===== src/rtl/seq_trojan_net_tap.sv =====
// seq_trojan_net_tap: series tap on a W-bit net bundle. It passes the nets
// through while dormant. It counts rising edges of a rare trigger pattern,
// and after THRESH edges it corrupts the masked nets for HOLD cycles. When
// HOLD is 0 the corruption stays latched until clr, en=0 or reset.
//
// state    | meaning
// ---------+-----------------------------------------------------------
// DISARMED | en low; counters held at 0, nets pass through
// ARMED    | counting trigger edges toward THRESH, nets pass through
// ACTIVE   | payload applied to masked nets, count saturated at THRESH
module seq_trojan_net_tap #(
  parameter int                 W        = 8,
  parameter int                 TRIG_W   = 4,
  parameter logic [TRIG_W-1:0]  TRIG_VAL = 4'hA,
  parameter int                 THRESH   = 3,
  parameter int                 CNT_W    = 8,
  parameter int                 HOLD     = 4,
  parameter int                 HOLD_W   = 8,
  parameter logic [W-1:0]       MASK     = 8'h0F
) (
  input  logic              CK,
  input  logic              RN,
  input  logic              en,
  input  logic              clr,
  input  logic [1:0]        mode,
  input  logic [TRIG_W-1:0] trig_in,
  input  logic [W-1:0]      net_in,
  output logic [W-1:0]      net_out,
  output logic              fired,
  output logic [CNT_W-1:0]  count
);

  localparam logic [1:0] DISARMED = 2'd0;
  localparam logic [1:0] ARMED    = 2'd1;
  localparam logic [1:0] ACTIVE   = 2'd2;

  localparam logic [CNT_W-1:0]  THRESH_C    = CNT_W'(THRESH);
  localparam logic [CNT_W-1:0]  THRESH_M1   = CNT_W'(THRESH - 1);
  localparam logic [HOLD_W-1:0] HOLD_C      = HOLD_W'(HOLD);
  localparam logic [HOLD_W-1:0] HOLD_ONE    = HOLD_W'(1);
  localparam bit                HOLD_TIMED  = (HOLD != 0);

  // Reject parameter sets that the counters cannot represent.
  generate
    if (THRESH < 1 || THRESH > (2 ** CNT_W) - 1) begin : g_bad_thresh
      $error("seq_trojan_net_tap: THRESH out of range for CNT_W");
    end
    if (HOLD < 0 || HOLD > (2 ** HOLD_W) - 1) begin : g_bad_hold
      $error("seq_trojan_net_tap: HOLD out of range for HOLD_W");
    end
  endgenerate

  logic [1:0]        state;
  logic [HOLD_W-1:0] hold_cnt;
  logic              match;
  logic              match_d;
  logic              trig_edge;

  assign match     = (trig_in == TRIG_VAL);
  assign trig_edge = match & ~match_d;
  assign fired     = (state == ACTIVE);

  // Trigger edge counting, state sequencing and hold timer.
  always_ff @(posedge CK or negedge RN) begin
    if (!RN) begin
      state    <= DISARMED;
      count    <= '0;
      hold_cnt <= '0;
      match_d  <= 1'b0;
    end else if (clr) begin
      // clr beats any edge or transition in the same cycle.
      state    <= en ? ARMED : DISARMED;
      count    <= '0;
      hold_cnt <= '0;
      match_d  <= 1'b0;
    end else begin
      match_d <= match;
      case (state)
        DISARMED: begin
          count    <= '0;
          hold_cnt <= '0;
          if (en) state <= ARMED;
        end
        ARMED: begin
          if (!en) begin
            state <= DISARMED;
            count <= '0;
          end else if (trig_edge) begin
            if (count == THRESH_M1) begin
              count    <= THRESH_C;
              hold_cnt <= HOLD_C;
              state    <= ACTIVE;
            end else begin
              count <= count + 1'b1;
            end
          end
        end
        ACTIVE: begin
          // Disabling wins over expiry; latched mode only leaves on en/clr/reset.
          if (!en) begin
            state    <= DISARMED;
            count    <= '0;
            hold_cnt <= '0;
          end else if (HOLD_TIMED) begin
            if (hold_cnt == HOLD_ONE) begin
              state    <= ARMED;
              count    <= '0;
              hold_cnt <= '0;
            end else begin
              hold_cnt <= hold_cnt - 1'b1;
            end
          end
        end
        default: begin
          state    <= DISARMED;
          count    <= '0;
          hold_cnt <= '0;
        end
      endcase
    end
  end

  // Payload is purely combinational so net_in and mode changes show at once.
  always_comb begin
    net_out = net_in;
    if (fired) begin
      for (int i = 0; i < W; i++) begin
        if (MASK[i]) begin
          case (mode)
            2'd0:    net_out[i] = ~net_in[i];
            2'd1:    net_out[i] = 1'b1;
            2'd2:    net_out[i] = 1'b0;
            default: net_out[i] = net_in[i];
          endcase
        end
      end
    end
  end

endmodule


===== config.mk =====
export PLATFORM = sky130hd
export DESIGN_NAME = seq_trojan_net_tap
export DESIGN_NICKNAME = d
export VERILOG_FILES = /design/src/rtl/seq_trojan_net_tap.sv
export SDC_FILE = /design/constraint.sdc
export NUM_CORES = 1
export LEC_CHECK = 0
export ABC_AREA = 0
export BUFFER_PORTS_ARGS = -buffer_cell sky130_fd_sc_hd__buf_4
export CORE_UTILIZATION = 53
export CTS_CLUSTER_SIZE = 40
export DETAILED_ROUTE_END_ITERATION = 8
export GPL_ROUTABILITY_DRIVEN = 0
export PLACE_DENSITY_LB_ADDON = 0.2
export SYNTH_ARGS = -nofsm -noshare
export SYNTH_HDL_FRONTEND = slang
export SYNTH_SLANG_ARGS = --single-unit

===== constraint.sdc =====
create_clock -name CK -period 2.2 [get_ports CK]
set_input_delay 0.66 -clock CK [delete_from_list [all_inputs] [get_ports CK]]
set_output_delay 0.66 -clock CK [all_outputs]
set_load 0.02 [all_outputs]

==> results of run 1 <==
state kept, by name, summed over array words and instances, names as in the netlist:
| register | flops |
|---|---|
| hold_cnt | 8 |
| state | 2 |
| count | 8 |
| match_d | 1 |
cells in the mapped netlist (2+ instances only):
| cell type | count | area share [%] |
|---|---|---|
| mux2_2 | 6 | 4.7 |
| buf_6 | 2 | 1.6 |
| nor2_1 | 10 | 2.6 |
| buf_4 | 4 | 2.1 |
| nor4b_4 | 2 | 3.3 |
| o31ai_1 | 3 | 1.6 |
| nand2_1 | 10 | 2.6 |
| nand2b_1 | 7 | 3.1 |
| o22ai_1 | 3 | 1.3 |
| dfrtp_1 | 19 | 33 |
| o21ai_0 | 8 | 2.8 |
| nand4_1 | 3 | 1.3 |
| inv_1 | 12 | 3.2 |
| nor2b_1 | 3 | 1.3 |
| ha_1 | 8 | 7.0 |
| nand3_1 | 3 | 1.1 |
| a211oi_1 | 4 | 2.1 |
| nand4b_1 | 2 | 1.2 |
| a21oi_1 | 8 | 2.8 |
| a22o_1 | 5 | 3.1 |
| a21oi_2 | 2 | 1.2 |
| o31ai_2 | 2 | 1.8 |
worst max-delay path, delay by kind of cell, from the launching register on:
kind,cells,cell delay (ns)
buf+inv,2,0.28
simple gates,3,0.74
mux,1,0.35
fa+ha+maj,1,0.15
flops,1,0.47
layer usage:
layer | wire length [microns] | share of wire, % | track usage [%] | vias up
li1 | - | - | - | 613
met1 | 1573 | 50 | 37.06 | 590
met2 | 1431 | 45 | 40.74 | 41
met3 | 152 | 4.8 | 3.672 | 4
met4 | 13 | 0.41 | 5.263 | 0
met5 | 0 | 0 | 0 | -
repair_timing:
item | CTS | global route
pin swaps | 0 | 0
setup endpoints to repair | 4 | 7
buffers inserted | 0 | 1
hold endpoints to repair | 0 | 0
resized for setup | 1 | 3
layout make-up:
class	count	area [sq um]
clock buffer	4	26.28
fill	209	804.5
timing repair buffer	34	255.2
inverter	12	45.04
multi-input combinational	111	855.8
tap	30	37.54
sequential	19	475.5
kinds of logic after synthesis:
family,share of synthesized area [%]
AOI/OAI and AO/OA,21.77
xor gates and xnor gates,0.6147
adders and majority gates,7.024
buffers and inverters,7.462
DFF,33.36
muxes,4.741
and+or+nand+nor,25.02
worst paths after layout:
check	start	to	depth (start not counted)
max in group asynchronous	RN	count[2]	1
setup / recovery	count[0]	hold_cnt[1]	7
min in group CK	clr	hold_cnt[6]	2
setup reg to reg	count[0]	hold_cnt[1]	7
hold / removal	RN	count[0]	1
hold reg to reg	hold_cnt[1]	hold_cnt[1]	1
stage by stage:
step	util (%)	setup slack [ns]	setup TNS (ns)	total power [mW]	hold slack, ns
floorplan	-	0.1144	0	0.7811	0.3644
global placement	65.97	0.1664	0	0.8760	0.5414
detailed placement	65.97	0.1144	0	0.8949	0.5502
CTS	67.12	0.02859	0	1.074	0.2275
global route	67.82	-0.02471	-0.03964	1.172	0.2311
finish	67.82	0.1041	0	1.093	0.2162
where the power goes:
group | internal (mW) | switching [mW]
Combinational | 0.215 | 0.263
Sequential | 0.379 | 0.0547
Clock | 0.0704 | 0.110
Total | 0.665 | 0.428
==> impl_metrics.tcl, run 1 <==
set metrics [dict create \
    track_usage_pct 25.77 \
    antenna_found_initial 0 \
    r2r_slack_ns 0.10 \
    via_per_inst 5.943 \
    finClkSkew_ns 0.003853 \
    max-cap-violations 0 \
    drtPass1Iterations 4 \
    status "complete, no violations" \
    synth.distinct_cells 46 \
    htree_levels 1 \
    p_per_area_mw_per_mm2 644.7 \
    root_buffer "clkbuf_4" \
    cp_data_required_time_ns 2.39 \
    finalHoldViolations 0 \
    numCtsBuffers 3 \
    arrival_ns 2.29 \
    min_path_type "in -> async" \
    instances_no_fill 210 \
    dp_cells 205 \
    seq_area_frac_synth_pct 33.36 \
    area_growth_pct 18.96 \
    nNetsFinal 207 \
    die_w_microns 53.86 \
    syn_inst 150 \
    ys.flop_type "dfrtp_1" \
    wire_per_inst_microns 15.10 \
    place_area_sq_mm 0.001649 \
    syn_nets 176 \
    critical_path_peak_fanout 7 \
    die_h_microns 53.86 \
    grt_pass1_wl_mm 5.340 \
    port_buffers 26 \
    slowest_delay_ns 0.47 \
    finalSetupViolCount 0 \
    period_minus_slack_ns 2.096 \
    syn_avg_cell_area_sq_um 9.501 \
    drc 0 \
    synth-edff-count 0 \
    slowest_stage "dfrtp_1" \
    startpoint_type "flip-flop" \
    dp_hpwl_mm 2.406 \
    postCtsHoldBufs 0 \
    clock-sinks 19 \
    p_leak_nw 0.7898 \
    async_flop_share_pct 100.0 \
    start_util_pct 57.01 \
    ys_seq_elements 19 \
    first_iter_violations 37 \
    postRouteAntennaNets 0 \
    row_count 18 \
    cts_tree "yes" \
    diodes 0 \
    ir_drop_v 0.0005148 \
    cp_cell_sequence "inv_1, ha_1, nor4b_4, buf_4, nand4_1, nand2_1, mux2_2" \
    clk_pin_slew_ns 0.12 \
    drt-total-wl_mm 3.171 \
    final_common_cell "buf_4" \
    yosysWarnings 0 \
    rsz0062_at_grt "yes" \
    critPathKind "reg -> reg" \
    final_area_sq_mm 0.001695 \
    drive_gt1_share_pct 32.22 \
    coreArea_sq_mm 0.002500 \
    die-area_sq_mm 0.002900 \
    num_vias 1248 \
    io_pins 35 \
    worstSetupEndpointType "flip-flop" \
    tightest_slew_ns 0.6398 \
    final.period_utilization_pct 95.27 \
    final_cell_mix "34 x buf_4, 19 x dfrtp_1, 11 x inv_1" \
    cts_max_path_buffers 2 \
    finalMaxSlewViolations 0 \
    grt_pass1_vias 1190 \
    clk_latency_ns 0.29 \
    syn_area_sq_mm 0.001425 \
    grt_overflow 0 \
    max_slew_margin_pct 56.95 \
    grt_max_degree 20 \
    fmax_ghz 0.4771 \
]
(Power assumes the default switching activity.)
==> run 2: changes to the inputs <==
--- a/config.mk
+++ b/config.mk
@@ -7,11 +7,14 @@
 export LEC_CHECK = 0
 export ABC_AREA = 0
 export BUFFER_PORTS_ARGS = -buffer_cell sky130_fd_sc_hd__buf_4
+export CORE_ASPECT_RATIO = 0.6
 export CORE_UTILIZATION = 53
 export CTS_CLUSTER_SIZE = 40
 export DETAILED_ROUTE_END_ITERATION = 8
 export GPL_ROUTABILITY_DRIVEN = 0
+export MAX_ROUTING_LAYER = met4
 export PLACE_DENSITY_LB_ADDON = 0.2
+export REMOVE_ABC_BUFFERS = 1
 export SYNTH_ARGS = -nofsm -noshare
 export SYNTH_HDL_FRONTEND = slang
 export SYNTH_SLANG_ARGS = --single-unit
==> run 2 against run 1 <==
  * Die area increased by 0.23%
  * Clock power increased by 35%
  * Global-route usage increased by 0.60 points
  * Worst hold slack improved by 0.035 ns
  * Clock-buffer cell count decreased by 1
  * Sequential cell count unchanged
  * Utilization increased by 1.4 points
  * Wire length increased by 3.9%
  * Non-clock buffer count increased by 3
  * Sequential power decreased by 5.3%
  * Setup slack improved by 0.019 ns
  * Critical endpoint is now net_out[0]
  * Largest cell class unchanged
==> impl_metrics.tcl, run 2 (synthesis gave the netlist of run 1 again) <==
set metrics [dict create \
    die_h_microns 42.17 \
    period_minus_slack_ns 2.077 \
    grtUsageMet2_pct 35.73 \
    max-cap-violations 0 \
    rsz0062_at_grt "no" \
    clk_pin_slew_ns 0.07 \
    cp_cell_sequence "inv_2, ha_2, buf_4, nand2b_4, o21ai_1, buf_4" \
    numCtsBuffers 3 \
    die_w_microns 68.95 \
    drive_gt1_share_pct 34.97 \
    root_buffer "clkbuf_8" \
    fmax_ghz 0.4815 \
    postRouteAntennaNets 0 \
    finalHoldViolations 0 \
    holdWs_ns 0.2511 \
    critical_path_peak_fanout 5 \
    min_path_type "in -> async" \
    final_common_cell "buf_4" \
    met1_usage_pct 36.08 \
    wire_per_inst_microns 15.32 \
    swShare_pct 37.34 \
    crit_buf_inv 3 \
    port_buffers 26 \
    pwr-share-clk_pct 20.2 \
    cp-endpoint "net_out[0]" \
    grt_pass1_vias 1171 \
    track_usage_pct 26.37 \
    final.period_utilization_pct 94.40 \
    cpMostUsedCell "buf_4" \
    drt-total-wl_mm 3.294 \
    clock-sinks 19 \
    setup_slack_ns 0.1231 \
    htree_levels 1 \
    combPwrFrac_pct 45.8 \
    worst-r2r-cell-count 6 \
    coreArea_sq_mm 0.002522 \
    finalMaxSlewViolations 0 \
    diodes 0 \
    antenna_found_initial 0 \
    critPathKind "reg -> out" \
    tightest_slew_ns 0.7705 \
    worstReg2RegEnd "state[1]" \
    finalSetupViolCount 0 \
    internal-power_uw 756.0 \
    cp.depth 6 \
    max_slew_margin_pct 48.16 \
    ir_drop_v 0.0003464 \
    first_iter_violations 86 \
    slowest_delay_ns 0.40 \
    crit_start "state[0]" \
    postCtsHoldBufs 0 \
    power_frac_seq_pct 34.0 \
    grt_pass1_wl_mm 5.271 \
    instances_no_fill 215 \
    grt_overflow 0 \
    row_count 14 \
    largestRegisters "count: 8 flops, hold_cnt: 8 flops, state: 2 flops" \
    via_per_inst 6.079 \
    fin_tns_setup_ns 0 \
    grt_max_degree 20 \
    r2r_start "hold_cnt[1]" \
    cp_data_required_time_ns 1.54 \
    final_cell_mix "37 x buf_4, 19 x dfrtp_1, 11 x inv_1" \
    drtPass1Iterations 4 \
    finClkSkew_ns 0.008857 \
    r2r_slack_ns 0.16 \
    clk_latency_ns 0.26 \
    grt_use_met3_pct 7.609 \
    startpoint_type "flip-flop" \
    drc 0 \
    num_vias 1307 \
    dp_cells 209 \
    slowest_stage "dfrtp_1" \
    cts_max_path_buffers 2 \
    die-area_sq_mm 0.002907 \
    power_switching_uw 450.5 \
    start_util_pct 56.50 \
    pre_cts_slack_ns 0.1121 \
    nNetsFinal 210 \
    p_per_area_mw_per_mm2 691.3 \
    busiest_layer "met1" \
    fin_util_pct 69.20 \
    arrival_ns 1.42 \
    io_pins 35 \
    crit_family "flip-flops" \
    dp_hpwl_mm 2.535 \
    cts_tree "yes" \
    area_growth_pct 22.48 \
    p_leak_nw 0.8251 \
    status "complete, no violations" \
    worstSetupEndpointType "output port" \
]
[run 2: worst reg2reg max path, stage by stage (launching register included)]
cell	delay (ns)
dfrtp_1	0.40
inv_1	0.09
ha_1	0.19
nor4b_4	0.27
a211oi_2	0.20
nor4_2	0.41
mux2_2	0.38
[run 2: final cells by class]
class,count,area (sq um)
multi-input combinational,111,860.8
fill,207,777.0
sequential,19,475.5
timing repair buffer,37,277.8
inverter,12,45.04
clock buffer,3,41.29
tap,32,40.04
clock inverter,1,5.005
[run 2: worst min path at each step]
| stage | endpoint | slack [ns] | cells after the start |
|---|---|---|---|
| global placement | state[0] | 0.55 | 1 |
| detailed placement | hold_cnt[4] | 0.55 | 1 |
| CTS | hold_cnt[4] | 0.25 | 1 |
| floorplan | count[0] | 0.36 | 0 |
| global route | hold_cnt[5] | 0.27 | 1 |
| finish | hold_cnt[4] | 0.25 | 1 |
[run 2: timing repair]
| action | CTS | global route |
|---|---|---|
| gates resized for setup | 0 | 8 |
| endpoints found under the hold margin | 0 | 0 |
| buffers inserted | 1 | 1 |
| endpoints found under the setup margin | 4 | 4 |
[run 2: per-stage QoR]
stage	area, sq um	power, mW
after global placement	1667	0.8980
after CTS	1720	1.187
after global routing	1745	1.282
after detailed placement	1667	0.9228
final	1745	1.207
after floorplan	1364	0.7515
[run 2: metal layers]
metal | wire, microns | vias up
met5 | 0 | -
met3 | 260 | 6
li1 | - | 622
met1 | 1527 | 628
met2 | 1448 | 51
met4 | 57 | 0
[run 2: power groups by stage]
stage / logic (mW) / clock network, mW / registers, mW
2_1_floorplan: 0.324 / 0 / 0.428
3_3_place_gp: 0.481 / 0 / 0.417
3_5_place_dp: 0.504 / 0 / 0.419
4_1_cts: 0.525 / 0.254 / 0.408
5_1_grt: 0.602 / 0.265 / 0.414
6_report: 0.552 / 0.244 / 0.411
==> run 3: changes to the inputs <==
--- a/config.mk
+++ b/config.mk
@@ -5,7 +5,7 @@
 export SDC_FILE = /design/constraint.sdc
 export NUM_CORES = 1
 export LEC_CHECK = 0
-export ABC_AREA = 0
+export ABC_AREA = 1
 export BUFFER_PORTS_ARGS = -buffer_cell sky130_fd_sc_hd__buf_4
 export CORE_ASPECT_RATIO = 0.6
 export CORE_UTILIZATION = 53
==> run 3 against run 2 <==
  * The flow now finishes with violations (design-rule violations)
  * Utilization shrank 2.4 points
  * Clock-buffer cell count stayed put
  * Die area up 5.0%
  * Clock power hardly changed
  * Sequential share of layout area is 0.24 points higher
  * Worst hold slack improved by 0.014 ns
  * Combinational power rose by 4.2%
  * Fmax shrank 0.96%
  * Critical path type unchanged
  * Largest power group unchanged
==> impl_metrics.tcl, run 3 <==
set metrics [dict create \
    violations "design-rule violations" \
    drc 10 \
    finalHoldViolations 0 \
    critical_path_peak_fanout 4 \
    final_area_sq_mm 0.001730 \
    power_switching_uw 539.4 \
    die_w_microns 70.66 \
    finClkSkew_ns 0.003647 \
    critPathKind "reg -> out" \
    io_pins 35 \
    die-area_sq_mm 0.003052 \
    row_count 14 \
    arrival_ns 1.44 \
    postRouteAntennaNets 0 \
    synth_common_cells "51 x nand2_1, 26 x inv_1, 25 x nand3_1" \
    pwr-share-clk_pct 19.4 \
    seq_area_frac_synth_pct 31.72 \
    synth_top_area_cell "dfrtp_1" \
    synth.distinct_cells 28 \
    antenna_found_initial 0 \
    dp_hpwl_mm 2.732 \
    die_h_microns 43.20 \
    max-cap-violations 0 \
    grt_max_degree 20 \
    ir_drop_v 0.0005131 \
    pre_cts_slack_ns 0.2818 \
    final_cell_mix "51 x nand2_1, 28 x buf_4, 26 x inv_1" \
    root_buffer "clkbuf_8" \
    grt_pass1_vias 1261 \
    num_vias 1438 \
    final_common_cell "nand2_1" \
    p_per_area_mw_per_mm2 728.5 \
    worstSetupEndpointType "output port" \
    syn_area_sq_mm 0.001499 \
    drt-total-wl_mm 3.437 \
    final.period_utilization_pct 95.32 \
    rsz0062_at_grt "yes" \
    via_per_inst 5.326 \
    cts_tree "yes" \
    yosysWarnings 0 \
    track_usage_pct 26.87 \
    ys_seq_elements 19 \
    coreArea_sq_mm 0.002592 \
    grt_overflow 0 \
    first_iter_violations 80 \
    power_frac_seq_pct 35.0 \
    period_minus_slack_ns 2.097 \
    syn_avg_cell_area_sq_um 7.004 \
    syn_inst 214 \
    finalMaxSlewViolations 0 \
    finalSetupViolCount 0 \
    async_flop_share_pct 100.0 \
    startpoint_type "flip-flop" \
    nNetsFinal 265 \
    p_leak_nw 0.8900 \
    drtPass1Iterations 6 \
    setup_slack_ns 0.1031 \
    port_buffers 26 \
    worst-r2r-cell-count 9 \
    internal-power_uw 721.1 \
    synth_top_area_share_pct 31.72 \
    post_cts_buffers 0 \
    clk_latency_ns 0.26 \
    diodes 0 \
    clk_pin_slew_ns 0.07 \
    min_path_type "in -> async" \
    slowest_delay_ns 0.42 \
    grt_pass1_wl_mm 6.016 \
    synthTopCellsByArea "dfrtp_1 32%, nand2_1 13%, nand3_1 8.3%" \
    ys.flop_type "dfrtp_1" \
    largestRegisters "count: 8 flops, hold_cnt: 8 flops, state: 2 flops" \
    fmax_ghz 0.4769 \
    swShare_pct 42.79 \
    drive_gt1_share_pct 20.17 \
    combPwrFrac_pct 45.6 \
    htree_levels 1 \
    area_growth_pct 15.44 \
    cp_data_required_time_ns 1.54 \
    slowest_stage "dfrtp_1" \
    clock-sinks 19 \
    tightest_slew_ns 0.3017 \
    status "complete, but fails checks" \
    wire_per_inst_microns 12.73 \
    synth-edff-count 0 \
    start_util_pct 57.82 \
    numCtsBuffers 3 \
    cp_cell_sequence "inv_1, ha_1, nand2_1, o21ai_0, buf_4" \
    max_slew_margin_pct 79.81 \
    cts_max_path_buffers 2 \
    place_area_sq_mm 0.001684 \
    yosys.cell_count.top_type "nand2_1" \
]
-- run 3: logic make-up (layout without fill, tap and decap cells) --
group / Yosys count / in the layout / share of synthesized area (%)
and+or+nand+nor: 123 / 123 / 39.65
xor gates and xnor gates: 3 / 3 / 1.753
DFF: 19 / 19 / 31.72
buffers and inverters: 38 / 62 / 12.02
adders and majority gates: 8 / 8 / 6.678
AOI/OAI and AO/OA: 23 / 23 / 8.180
-- run 3: area by class of cell --
| class | instances | area (sq um) |
|---|---|---|
| inverter | 30 | 115.1 |
| clock inverter | 1 | 5.005 |
| clock buffer | 3 | 41.29 |
| fill | 224 | 862.1 |
| multi-input combinational | 157 | 843.3 |
| timing repair buffer | 28 | 210.2 |
| sequential | 19 | 475.5 |
| tap | 32 | 40.04 |
-- run 3: what timing repair did --
action / CTS / global route
hold buffers: 0 / 0
resized for setup: 0 / 2
setup endpoints to repair: 0 / 2
-- run 3: stage by stage --
stage	instances	TNS (ns)	utilization [%]	power [mW]	hold WS [ns]
after detailed placement	266	0	64.96	1.014	0.5387
after global placement	266	0	64.96	1.005	0.5218
after CTS	270	0	66.75	1.263	0.2708
final	270	0	66.75	1.261	0.2652
after floorplan	206	0	-	0.8524	0.3644
after global routing	270	-0.003946	66.75	1.365	0.2774
-- run 3: worst max-delay path, delay by kind of cell, from the launching register on --
kind / cells / cell delay (ns)
buf+inv: 2 / 0.28
simple gates: 1 / 0.11
fa+ha+maj: 1 / 0.21
compound gates: 1 / 0.16
flops: 1 / 0.42
-- run 3: per-layer routing --
layer	routed length, microns	vias to the layer above	track usage, %
li1	-	743	-
met1	1911	645	40.89
met2	1195	48	34.37
met3	313	2	8.314
met4	17	0	4.800
met5	0	-	-
-- run 3: power groups by stage --
stage          logic, mW  registers [mW]  clock network [mW]
6_report           0.575           0.441               0.245
5_1_grt            0.647           0.447               0.271
4_1_cts            0.569           0.439               0.254
3_5_place_dp       0.568           0.445                   0
3_3_place_gp       0.559           0.446                   0
2_1_floorplan      0.411           0.441                   0
-- run 3: worst paths after layout --
check                          from     endpoint  slack, ns
max                        state[0]   net_out[3]       0.10
min                              RN     count[6]       0.27
max reg2reg                state[1]     count[5]       0.55
min reg2reg                state[0]     state[0]       0.55
max in group asynchronous        RN  hold_cnt[6]       1.72
min in group CK            state[0]     state[0]       0.55
